### src/rtl/rr_mux_arbiter.sv
// Round-robin arbiter driving a NUM_REQ:1 data mux with a valid/ready output handshake.
// Optional MUX_ARB_LOCK_EN adds lock_i, which holds the current grant across handshakes.
module rr_mux_arbiter #(
    parameter int NUM_REQ   = 32,
    parameter int SEL_WIDTH = 5
) (
    input  logic                 clk_i,
    input  logic                 rst_ni,
    input  logic [NUM_REQ-1:0]   req_i,
    input  logic [NUM_REQ-1:0]   data_i,
`ifdef MUX_ARB_LOCK_EN
    input  logic                 lock_i,
`endif
    input  logic                 out_ready_i,
    output logic [SEL_WIDTH-1:0] sel_o,
    output logic                 out_valid_o,
    output logic                 out_data_o,
    output logic [NUM_REQ-1:0]   ack_o
);

    typedef enum logic {
        IDLE  = 1'b0,
        GRANT = 1'b1
    } state_e;

    state_e               state_q, state_d;
    logic [SEL_WIDTH-1:0] sel_q, sel_d;
    logic [SEL_WIDTH-1:0] last_q, last_d;
    logic                 hs;

    // First set request strictly after 'last', wrapping; 'last' itself is visited last.
    function automatic logic [SEL_WIDTH-1:0] rr_pick(
        input logic [NUM_REQ-1:0]   req,
        input logic [SEL_WIDTH-1:0] last
    );
        logic [SEL_WIDTH-1:0] win;
        logic                 found;
        int                   idx;
        win   = '0;
        found = 1'b0;
        for (int i = 1; i <= NUM_REQ; i++) begin
            idx = int'(last) + i;
            if (idx >= NUM_REQ) idx = idx - NUM_REQ;
            if (!found && req[idx]) begin
                win   = SEL_WIDTH'(idx);
                found = 1'b1;
            end
        end
        return win;
    endfunction

    assign hs = (state_q == GRANT) && out_ready_i;

    always_comb begin
        state_d = state_q;
        sel_d   = sel_q;
        last_d  = last_q;
        case (state_q)
            IDLE: begin
                if (|req_i) begin
                    sel_d   = rr_pick(req_i, last_q);
                    state_d = GRANT;
                end
            end
            GRANT: begin
                if (hs) begin
                    last_d = sel_q;
                    if (|req_i) begin
                        // Next winner is taken in the handshake cycle so grants run back-to-back.
                        sel_d = rr_pick(req_i, sel_q);
`ifdef MUX_ARB_LOCK_EN
                        if (lock_i && req_i[sel_q]) sel_d = sel_q;
`endif
                    end else begin
                        state_d = IDLE;
                    end
                end
            end
            default: state_d = IDLE;
        endcase
    end

    always_ff @(posedge clk_i or negedge rst_ni) begin
        if (!rst_ni) begin
            state_q <= IDLE;
            sel_q   <= '0;
            last_q  <= SEL_WIDTH'(NUM_REQ - 1);
        end else begin
            state_q <= state_d;
            sel_q   <= sel_d;
            last_q  <= last_d;
        end
    end

    assign sel_o       = sel_q;
    assign out_valid_o = (state_q == GRANT);
    assign out_data_o  = data_i[sel_q];
    assign ack_o       = hs ? (NUM_REQ'(1) << sel_q) : '0;

endmodule
### config.mk
export PLATFORM = sky130hd
export DESIGN_NAME = rr_mux_arbiter
export DESIGN_NICKNAME = d
export VERILOG_FILES = /design/src/rtl/rr_mux_arbiter.sv
export SDC_FILE = /design/constraint.sdc
export NUM_CORES = 1
export LEC_CHECK = 0
export CAP_MARGIN = 10
export CELL_PAD_IN_SITES_DETAIL_PLACEMENT = 1
export CELL_PAD_IN_SITES_GLOBAL_PLACEMENT = 1
export CORE_ASPECT_RATIO = 1.5
export CORE_MARGIN = 8
export CORE_UTILIZATION = 50
export CTS_CLUSTER_DIAMETER = 150
export DETAILED_ROUTE_END_ITERATION = 10
export GPL_TIMING_DRIVEN = 0
export HOLD_SLACK_MARGIN = 0.08
export PLACE_DENSITY = 0.92
export SYNTH_ARGS = -nofsm -noshare
export SYNTH_HDL_FRONTEND = slang
export SYNTH_SLANG_ARGS = --single-unit
### constraint.sdc
create_clock -name clk_i -period 17.5 [get_ports clk_i]
set_input_delay 2.625 -clock clk_i [delete_from_list [all_inputs] [get_ports clk_i]]
set_output_delay 2.625 -clock clk_i [all_outputs]
set_load 0.03 [all_outputs]
==> impl_metrics.env, run 1 <==
export IMPL_placementRows=72
export IMPL_synth_edf_count=0
export IMPL_syn_nets=1710
export IMPL_cts_made_buffers=3
export IMPL_lastStage="5_1_grt"
export IMPL_async_flop_share_pct=100
export IMPL_grt_pass1_wl_mm=122
export IMPL_synthesis_area_sq_um=13000
export IMPL_synthXorXnorAreaFrac_pct=4.26
export IMPL_yosys_warnings=0
export IMPL_routabilityCongestion=1.11
export IMPL_synth_most_common_cell="nand2_1"
export IMPL_synth_top_family_by_area="multiplexers"
export IMPL_status="aborted with a tool error"
export IMPL_cts_buffer_depth=2
export IMPL_netlist_top_cells_count="nand2_1 (168), nor2_1 (148), mux4_2 (146)"
export IMPL_overflow=5
export IMPL_die_w_microns=147
export IMPL_io_pins=106
export IMPL_postSynthCellCount=1612
export IMPL_hpwl_mm=61.6
export IMPL_start_util_pct=50.5
export IMPL_grt_usage_pct=51.9
export IMPL_grt_max_degree=16
export IMPL_synthMuxAreaShare_pct=42.0
export IMPL_cts_sinks=11
export IMPL_synth_seq_cells=11
export IMPL_cts_setup_buffers=0
export IMPL_dpl_cell_count=2057
export IMPL_yosys_area_share_simple_pct=21.0
export IMPL_port_buffer_count=105
export IMPL_synth_top_area_cell="mux4_2"
export IMPL_synth_compound_area_share_pct=21.9
export IMPL_cts_repair_resized=0
export IMPL_hold_buffers=0
export IMPL_grt_pass1_vias=18434
export IMPL_synth_top_area_share_pct=25.4
export IMPL_root_buffer="clkbuf_16"
export IMPL_yosys_area_share_adder_pct=2.99
export IMPL_yosysUniqueCellTypes=87
export IMPL_yosys_most_used_dff="dfrtp_1"
export IMPL_avgSynthCellArea_sq_um=8.04
export IMPL_synth_area_top_cells="mux4_2 (25%), mux2i_1 (9.9%), mux2_2 (6.5%)"
export IMPL_first_error="[ERROR GRT-0116] Global routing finished with congestion. Check the congestion regions in the DRC Viewer."
export IMPL_synth_seq_area_share_pct=2.17
export IMPL_h_tree_depth=1
export IMPL_die_y_microns=213
-- routing by layer --
metal,GRT usage [%],GRT overflow
met1,47.7,0
met2,82.6,1
met3,22.1,0
met4,55.6,4
met5,2.74,0
-- per-stage QoR --
| stage | cell area [sq um] | hold WS, ns | utilization (%) | setup WS [ns] |
|---|---|---|---|---|
| 2_1_floorplan | 13000 | 0.717 | - | 10.56 |
| 4_1_cts | 14600 | 0.722 | 56.8 | 8.13 |
| 3_5_place_dp | 14500 | 0.711 | 56.5 | 8.17 |
| 3_3_place_gp | 14400 | 0.696 | 56.2 | 8.18 |
-- kinds of logic after synthesis --
family,after synthesis
and+or+nand+nor,558
AOI/OAI and AO/OA,422
muxes,351
buffers and inverters,176
xor gates and xnor gates,63
adders and majority gates,31
DFF,11
==> inputs of run 2 (changes only) <==
==> config.mk (replaced) <==
export PLATFORM = sky130hd
export DESIGN_NAME = rr_mux_arbiter
export DESIGN_NICKNAME = d
export VERILOG_FILES = /design/src/rtl/rr_mux_arbiter.sv
export SDC_FILE = /design/constraint.sdc
export NUM_CORES = 1
export LEC_CHECK = 0
export CAP_MARGIN = 10
export CORE_MARGIN = 8
export CORE_UTILIZATION = 40
export DETAILED_ROUTE_END_ITERATION = 10
export GPL_TIMING_DRIVEN = 0
export PLACE_DENSITY_LB_ADDON = 0.15
export SYNTH_ARGS = -nofsm -noshare
export SYNTH_HDL_FRONTEND = slang
export SYNTH_SLANG_ARGS = --single-unit
==> impl_metrics.env, run 2 <==
export IMPL_overflow=0
export IMPL_io_pins=106
export IMPL_avgSynthCellArea_sq_um=8.04
export IMPL_synth_seq_area_share_pct=2.17
export IMPL_cts_sinks=11
export IMPL_die_w_microns=196
export IMPL_finalCritPeriodShare_pct=55.0
export IMPL_drtIter0Drc=2312
export IMPL_path_clk_slew_ns=0.04
export IMPL_tightest_slew_ns=1.33
export IMPL_port_buffer_count=105
export IMPL_setup_tns_ns=0
export IMPL_synth_area_top_cells="mux4_2 (25%), mux2i_1 (9.9%), mux2_2 (6.5%)"
export IMPL_area_growth_pct=13.3
export IMPL_cap_violations=0
export IMPL_hp_start="out_valid_o"
export IMPL_core_area_sq_um=32200
export IMPL_insertion_delay_ns=0.24
export IMPL_yosysUniqueCellTypes=87
export IMPL_max_stage_delay_ns=1.00
export IMPL_yosys_warnings=0
export IMPL_grt_max_degree=16
export IMPL_setup_viol=0
export IMPL_hold_viol_final=0
export IMPL_async_flop_share_pct=100
export IMPL_crit_fanout=10
export IMPL_final_min_clock_period_ns=9.62
export IMPL_setup_slack_ns=7.88
export IMPL_grt_pass1_vias=14504
export IMPL_cp_end_kind="flop"
export IMPL_finalMaxSlewViolations=0
export IMPL_synth_edf_count=0
export IMPL_cpMostUsedCell="buf_2"
export IMPL_wl_per_cell_microns=31.0
export IMPL_synth_top_area_share_pct=25.4
export IMPL_post_place_ws_ns=8.21
export IMPL_num_vias=15566
export IMPL_netlist_top_cells_count="nand2_1 (168), nor2_1 (148), mux4_2 (146)"
export IMPL_cts_buffer_depth=2
export IMPL_finalClockSkew_ns=0.000864
export IMPL_holdPathEnd="last_q[4]"
export IMPL_routed_wirelength_mm=66.2
export IMPL_final_cell_mix="nand2_1 (168), nor2_1 (148), mux4_2 (146)"
export IMPL_cts_tree="yes"
export IMPL_root_buffer="clkbuf_16"
export IMPL_nets=1826
export IMPL_grt_pass1_wl_mm=96.8
export IMPL_critPathLaunchType="flop"
export IMPL_synthesis_area_sq_um=13000
export IMPL_yosys_most_used_dff="dfrtp_1"
export IMPL_viasPerCell=7.28
export IMPL_rr_startpoint="last_q[1]"
export IMPL_r2r_end="sel_o[1]"
export IMPL_h_tree_depth=1
export IMPL_cpMaxStageDelayCell="nor4_1"
export IMPL_dr_pass1_iters=6
export IMPL_cts_setup_buffers=0
export IMPL_rsz0062_at_grt="false"
export IMPL_r2r_slack_ns=7.88
export IMPL_arrival_ns=9.73
export IMPL_mostFrequentLayoutCell="nand2_1"
export IMPL_crit_required_ns=17.61
export IMPL_status="finished, final reports clean"
export IMPL_synth_seq_cells=11
export IMPL_dieArea_sq_um=38400
export IMPL_reg2reg_depth=25
export IMPL_drive_above_1_share_pct=17.2
export IMPL_hpwl_mm=53.0
export IMPL_hold_buffers=0
export IMPL_syn_nets=1710
export IMPL_routabilityCongestion=1.03
export IMPL_antenna_found_initial=1
export IMPL_grt_usage_pct=33.1
export IMPL_slew_headroom_pct=10.7
export IMPL_crit_buf_inv=12
export IMPL_start_util_pct=40.2
export IMPL_synth_top_area_cell="mux4_2"
export IMPL_whs_path_depth=2
export IMPL_crit_type="flop to flop"
export IMPL_die_y_microns=196
export IMPL_cts_made_buffers=3
export IMPL_max_clock_freq_mhz=104
export IMPL_synth_most_common_cell="nand2_1"
export IMPL_cts_repair_resized=0
export IMPL_drc=0
export IMPL_placementRows=66
export IMPL_fillCellCount=3289
export IMPL_postRouteAntennaNets=0
export IMPL_crit_family="buffers and inverters"
export IMPL_postSynthCellCount=1612
export IMPL_hold_path_class="flop to flop"
-- run 2: cell counts after synthesis --
No cell type changed its count.
-- run 2: how the worst max path moves through the flow --
| stage | slack, ns | from | endpoint | cells past startpoint |
|---|---|---|---|---|
| after floorplan | 10.56 | req_i[25] | sel_o[2] | 15 |
| after global placement | 8.27 | last_q[1] | sel_o[1] | 25 |
| after detailed placement | 8.21 | last_q[1] | sel_o[1] | 25 |
| after CTS | 8.19 | last_q[1] | sel_o[1] | 25 |
| after global routing | 7.60 | sel_o[1] | sel_o[3] | 19 |
| final | 7.88 | last_q[1] | sel_o[1] | 25 |
-- run 2: area by class of cell --
class                   instances  area (sq um)  area share, %
flip-flops and latches         11           282           1.92
diodes                          2          5.00         0.0341
inverters                      37           139          0.946
multi-input cells            1425         12000           81.5
well taps                     408           510           3.48
repair buffers                111          1110           7.55
clock buffers                   3          75.1          0.511
clock inverters                 1          5.00         0.0341
plain buffers                 139           596           4.06
-- run 2: cell families after synthesis --
family	Yosys count	share of synthesized area, %
and+or+nand+nor	558	21.0
AOI/OAI and AO/OA	422	21.9
DFF	11	2.17
xor gates and xnor gates	63	4.26
buffers and inverters	176	5.67
muxes	351	42.0
adders and majority gates	31	2.99
-- run 2: layer usage --
metal  GRT usage, %  share of wire (%)  vias up
met5              0                  0        -
met3           10.6                 15      130
met4           7.27                2.5        0
met1           47.9                 42     7635
met2           46.9                 41     1238
li1               -                  -     6563
-- run 2: tightest hold or removal path, stage by stage, from the launching register on --
cell,delay (ns)
dfrtp_1,0.48
nand3_1,0.17
nand2_1,0.07
-- run 2: through the flow --
step | utilization, % | hold WS (ns) | instance area (sq um) | instances
floorplan | - | 0.717 | 13000 | 1612
global route | 45.6 | 0.780 | 14700 | 2135
global placement | 45.1 | 0.717 | 14500 | 2125
detailed placement | 45.3 | 0.728 | 14600 | 2131
CTS | 45.6 | 0.726 | 14700 | 2135
finish | 45.6 | 0.731 | 14700 | 2137
Power of run 2 is not shown: default switching activity piles up to over one toggle a cycle in this logic, so the estimate is an artifact.
==> inputs of run 3 (changes only) <==
==> constraint.sdc (replaced) <==
create_clock -name clk_i -period 8.2 [get_ports clk_i]
set_input_delay 1.23 -clock clk_i [delete_from_list [all_inputs] [get_ports clk_i]]
set_output_delay 1.23 -clock clk_i [all_outputs]
set_load 0.03 [all_outputs]
==> impl_metrics.env, run 3 (synthesized netlist as in run 2, its figures left out) <==
export IMPL_status="finished, final reports clean"
export IMPL_die_w_microns=196
export IMPL_postRouteAntennaNets=0
export IMPL_final_min_clock_period_ns=8.11
export IMPL_setup_viol=0
export IMPL_die_y_microns=196
export IMPL_setup_tns_ns=0
export IMPL_core_area_sq_um=32200
export IMPL_cts_sinks=11
export IMPL_nets=1828
export IMPL_grt_usage_pct=33.1
export IMPL_start_util_pct=40.2
export IMPL_overflow=0
export IMPL_tightest_slew_ns=1.41
export IMPL_whs_ns=0.746
export IMPL_viasPerCell=7.29
export IMPL_port_buffer_count=105
export IMPL_num_vias=15584
export IMPL_crit_required_ns=8.32
export IMPL_dr_pass1_iters=6
export IMPL_mostFrequentLayoutCell="nand2_1"
export IMPL_io_pins=106
export IMPL_grt_pass1_wl_mm=96.8
export IMPL_grt_pass1_vias=14536
export IMPL_drc=0
export IMPL_post_place_ws_ns=-1.09
export IMPL_root_buffer="clkbuf_16"
export IMPL_finalClockSkew_ns=0.000906
export IMPL_hpwl_mm=53.0
export IMPL_hold_path_class="flop to flop"
export IMPL_cap_violations=0
export IMPL_hold_viol_final=0
export IMPL_cp_end_kind="flop"
export IMPL_routabilityCongestion=1.03
export IMPL_wl_per_cell_microns=31.1
export IMPL_insertion_delay_ns=0.24
export IMPL_final_cell_mix="nand2_1 (168), nor2_1 (148), mux4_2 (146)"
export IMPL_critPathLaunchType="flop"
export IMPL_place_area_sq_um=14600
export IMPL_dieArea_sq_um=38400
export IMPL_hold_buffers=0
export IMPL_grt_max_degree=20
export IMPL_placementRows=66
export IMPL_routed_wirelength_mm=66.5
export IMPL_area_growth_pct=14.3
export IMPL_path_clk_slew_ns=0.04
export IMPL_cts_tree="yes"
export IMPL_drive_above_1_share_pct=18.4
export IMPL_slew_headroom_pct=5.53
export IMPL_crit_fanout=10
export IMPL_drtIter0Drc=2514
export IMPL_antenna_found_initial=1
export IMPL_cts_buffer_depth=2
export IMPL_arrival_ns=8.23
export IMPL_max_clock_freq_mhz=123
export IMPL_crit_type="flop to flop"
export IMPL_h_tree_depth=1
export IMPL_setup_slack_ns=0.0915
export IMPL_finalCritPeriodShare_pct=98.9
export IMPL_cts_made_buffers=3
export IMPL_finalMaxSlewViolations=0
export IMPL_stdcell_area_sq_um=14800
==> run 3: path summary, 6_finish.rpt <==
check | startpoint | end | slack [ns] | cells after the start
min reg2reg | out_valid_o | last_q[4] | 0.75 | 2
min in group asynchronous | rst_ni | sel_o[4] | 1.33 | 1
max | last_q[1] | sel_o[2] | 0.09 | 25
max reg2reg | last_q[1] | sel_o[2] | 0.09 | 25
min | out_valid_o | last_q[4] | 0.75 | 2
max in group asynchronous | rst_ni | sel_o[2] | 6.51 | 1
==> run 3: area by class of cell <==
class	count	area, sq um
clock buffers	3	75.1
fillers	3281	17400
flip-flops and latches	11	283
inverters	37	139
plain buffers	138	604
multi-input cells	1425	12100
well taps	408	510
repair buffers	114	1130
clock inverters	1	5.00
diodes	1	2.50
==> run 3: timing repair <==
item                       4_1_cts  5_1_grt
buffers inserted                 0        3
setup endpoints to repair        5        5
resized for setup                7       21
pin swaps                        0        0
==> run 3: layer usage <==
layer | vias up | share of wire, % | track usage (%)
li1 | 6585 | - | -
met1 | 7634 | 41 | 47.9
met2 | 1225 | 41 | 47.1
met3 | 138 | 15 | 10.6
met4 | 2 | 2.6 | 7.13
met5 | - | 0.081 | 0
==> run 3: stage by stage <==
step / cells / utilization [%]
global placement: 2125 / 45.1
global route: 2137 / 46.0
floorplan: 1612 / -
detailed placement: 2131 / 45.3
finish: 2138 / 46.0
CTS: 2134 / 45.7
==> run 3: critical path: stages (launching register included) <==
cell      delay (ns)
dfstp_2         0.67
buf_6           0.18
buf_6           0.18
buf_4           0.25
buf_2           0.31
clkbuf_4        0.36
inv_1           0.31
ha_1            0.44
buf_2           0.29
buf_2           0.32
buf_4           0.26
buf_2           0.37
mux4_2          0.44
mux2i_2         0.32
mux2i_1         0.19
mux2i_1         0.31
nand3_1         0.19
or4_4           0.62
buf_6           0.17
or4_4           0.53
buf_6           0.16
nor4_4          0.45
a21oi_1         0.14
o21ai_1         0.13
nor3_1          0.08
a221o_1         0.27
Power of run 3 is left out for the same reason.
==> inputs of run 4 (changes only) <==
--- a/config.mk
+++ b/config.mk
@@ -11,6 +11,7 @@
 export DETAILED_ROUTE_END_ITERATION = 10
 export GPL_TIMING_DRIVEN = 0
 export PLACE_DENSITY_LB_ADDON = 0.15
+export SLEW_MARGIN = 20
 export SYNTH_ARGS = -nofsm -noshare
 export SYNTH_HDL_FRONTEND = slang
 export SYNTH_SLANG_ARGS = --single-unit
==> constraint.sdc (replaced) <==
create_clock -name clk_i -period 8.7 [get_ports clk_i]
set_input_delay 1.305 -clock clk_i [delete_from_list [all_inputs] [get_ports clk_i]]
set_output_delay 1.305 -clock clk_i [all_outputs]
set_load 0.03 [all_outputs]
==> impl_metrics.env, run 4 (synthesized netlist as in run 2, its figures left out) <==
export IMPL_io_pins=106
export IMPL_routed_wirelength_mm=66.0
export IMPL_placementRows=66
export IMPL_cts_buffer_depth=2
export IMPL_viasPerCell=7.32
export IMPL_cp_end_kind="flop"
export IMPL_setup_tns_ns=0
export IMPL_final_cell_mix="nand2_1 (168), nor2_1 (148), mux4_2 (146)"
export IMPL_antenna_found_initial=1
export IMPL_cts_made_buffers=3
export IMPL_final_min_clock_period_ns=8.57
export IMPL_ff_latch_area_sq_um=282
export IMPL_drive_above_1_share_pct=17.9
export IMPL_crit_required_ns=8.81
export IMPL_cap_violations=0
export IMPL_mostFrequentLayoutCell="nand2_1"
export IMPL_finalClockSkew_ns=0.00388
export IMPL_status="finished, final reports clean"
export IMPL_place_area_sq_um=14600
export IMPL_hold_path_class="flop to flop"
export IMPL_final_cells=2130
export IMPL_drtIter0Drc=2598
export IMPL_dpl_cell_count=2128
export IMPL_slew_headroom_pct=22.7
export IMPL_routabilityCongestion=1.03
export IMPL_nets=1821
export IMPL_antenna_cells=0
export IMPL_tightest_slew_ns=1.15
export IMPL_insertion_delay_ns=0.24
export IMPL_die_y_microns=196
export IMPL_drc=0
export IMPL_cts_tree="yes"
export IMPL_postRouteAntennaNets=0
export IMPL_hpwl_mm=52.8
export IMPL_r2r_slack_ns=0.13
export IMPL_port_buffer_count=105
export IMPL_dieArea_sq_um=38400
export IMPL_cts_sinks=11
export IMPL_multi_input_area_sq_um=12100
export IMPL_stdcell_area_sq_um=14700
export IMPL_whs_ns=0.698
export IMPL_area_growth_pct=13.8
export IMPL_crit_fanout=10
export IMPL_grt_pass1_vias=14475
export IMPL_setup_viol=0
export IMPL_grt_usage_pct=33.2
export IMPL_finalMaxSlewViolations=0
export IMPL_start_util_pct=40.2
export IMPL_dr_pass1_iters=8
export IMPL_critPathLaunchType="flop"
export IMPL_root_buffer="clkbuf_16"
export IMPL_path_clk_slew_ns=0.04
export IMPL_crit_type="flop to flop"
export IMPL_rsz0062_at_grt="false"
export IMPL_wl_per_cell_microns=31.0
export IMPL_num_vias=15582
export IMPL_arrival_ns=8.68
export IMPL_core_area_sq_um=32200
export IMPL_finalCritPeriodShare_pct=98.5
export IMPL_overflow=0
export IMPL_grt_max_degree=20
export IMPL_h_tree_depth=1
export IMPL_cts_setup_buffers=0
export IMPL_die_w_microns=196
export IMPL_grt_pass1_wl_mm=97.4
export IMPL_hold_viol_final=0
export IMPL_fillCellCount=3305
export IMPL_max_clock_freq_mhz=117
## run 4: what timing repair did
item | 4_1_cts | 5_1_grt
gates resized for setup | 1 | 6
hold buffers | 0 | 0
endpoints found under the setup margin | 5 | 5
## run 4: cell type report
cell class	instances	share of cell area, %
buffer	137	4.01
clock buffer	4	0.535
inverter	37	0.942
multi-input combinational	1425	81.8
sequential	11	1.91
tap	408	3.46
timing repair buffer	108	7.34
## run 4: routing by layer
metal,routed length [microns],up-vias,GRT usage (%)
met5,9,-,0
met4,1990,2,7.69
met3,9370,140,9.05
met2,26500,1267,46.7
met1,28200,7642,49.2
li1,-,6531,-
## run 4: final timing paths
path	endpoint	depth (start not counted)	from
min	last_q[4]	2	out_valid_o
max in group asynchronous	last_q[3]	1	rst_ni
max reg2reg	sel_o[1]	21	last_q[1]
min in group asynchronous	sel_o[0]	1	rst_ni
min reg2reg	last_q[4]	2	out_valid_o
max	sel_o[1]	21	last_q[1]
## run 4: stage by stage
step	utilization [%]	setup slack [ns]
after floorplan	-	2.18
after global placement	45.1	-0.526
after detailed placement	45.4	-0.477
after CTS	45.6	0.213
after global routing	45.8	0.0336
final	45.8	0.130
## run 4: worst max-delay path: stages, from the launching register on
cell and delay [ns]:
dfstp_2 0.65, buf_6 0.18, buf_6 0.18, buf_4 0.26
buf_2 0.31, buf_2 0.40, inv_1 0.35, ha_1 0.34
buf_1 0.36, xnor2_1 0.95, clkbuf_1 0.57, mux4_2 0.64
mux2i_1 0.56, nand4_1 0.51, or2_2 0.45, clkbuf_1 0.23
nor3b_1 0.45, inv_1 0.12, and4_1 0.21, nor4_1 0.34
a2bb2oi_1 0.23, o21ai_0 0.11
Power of run 4 is left out for the same reason.
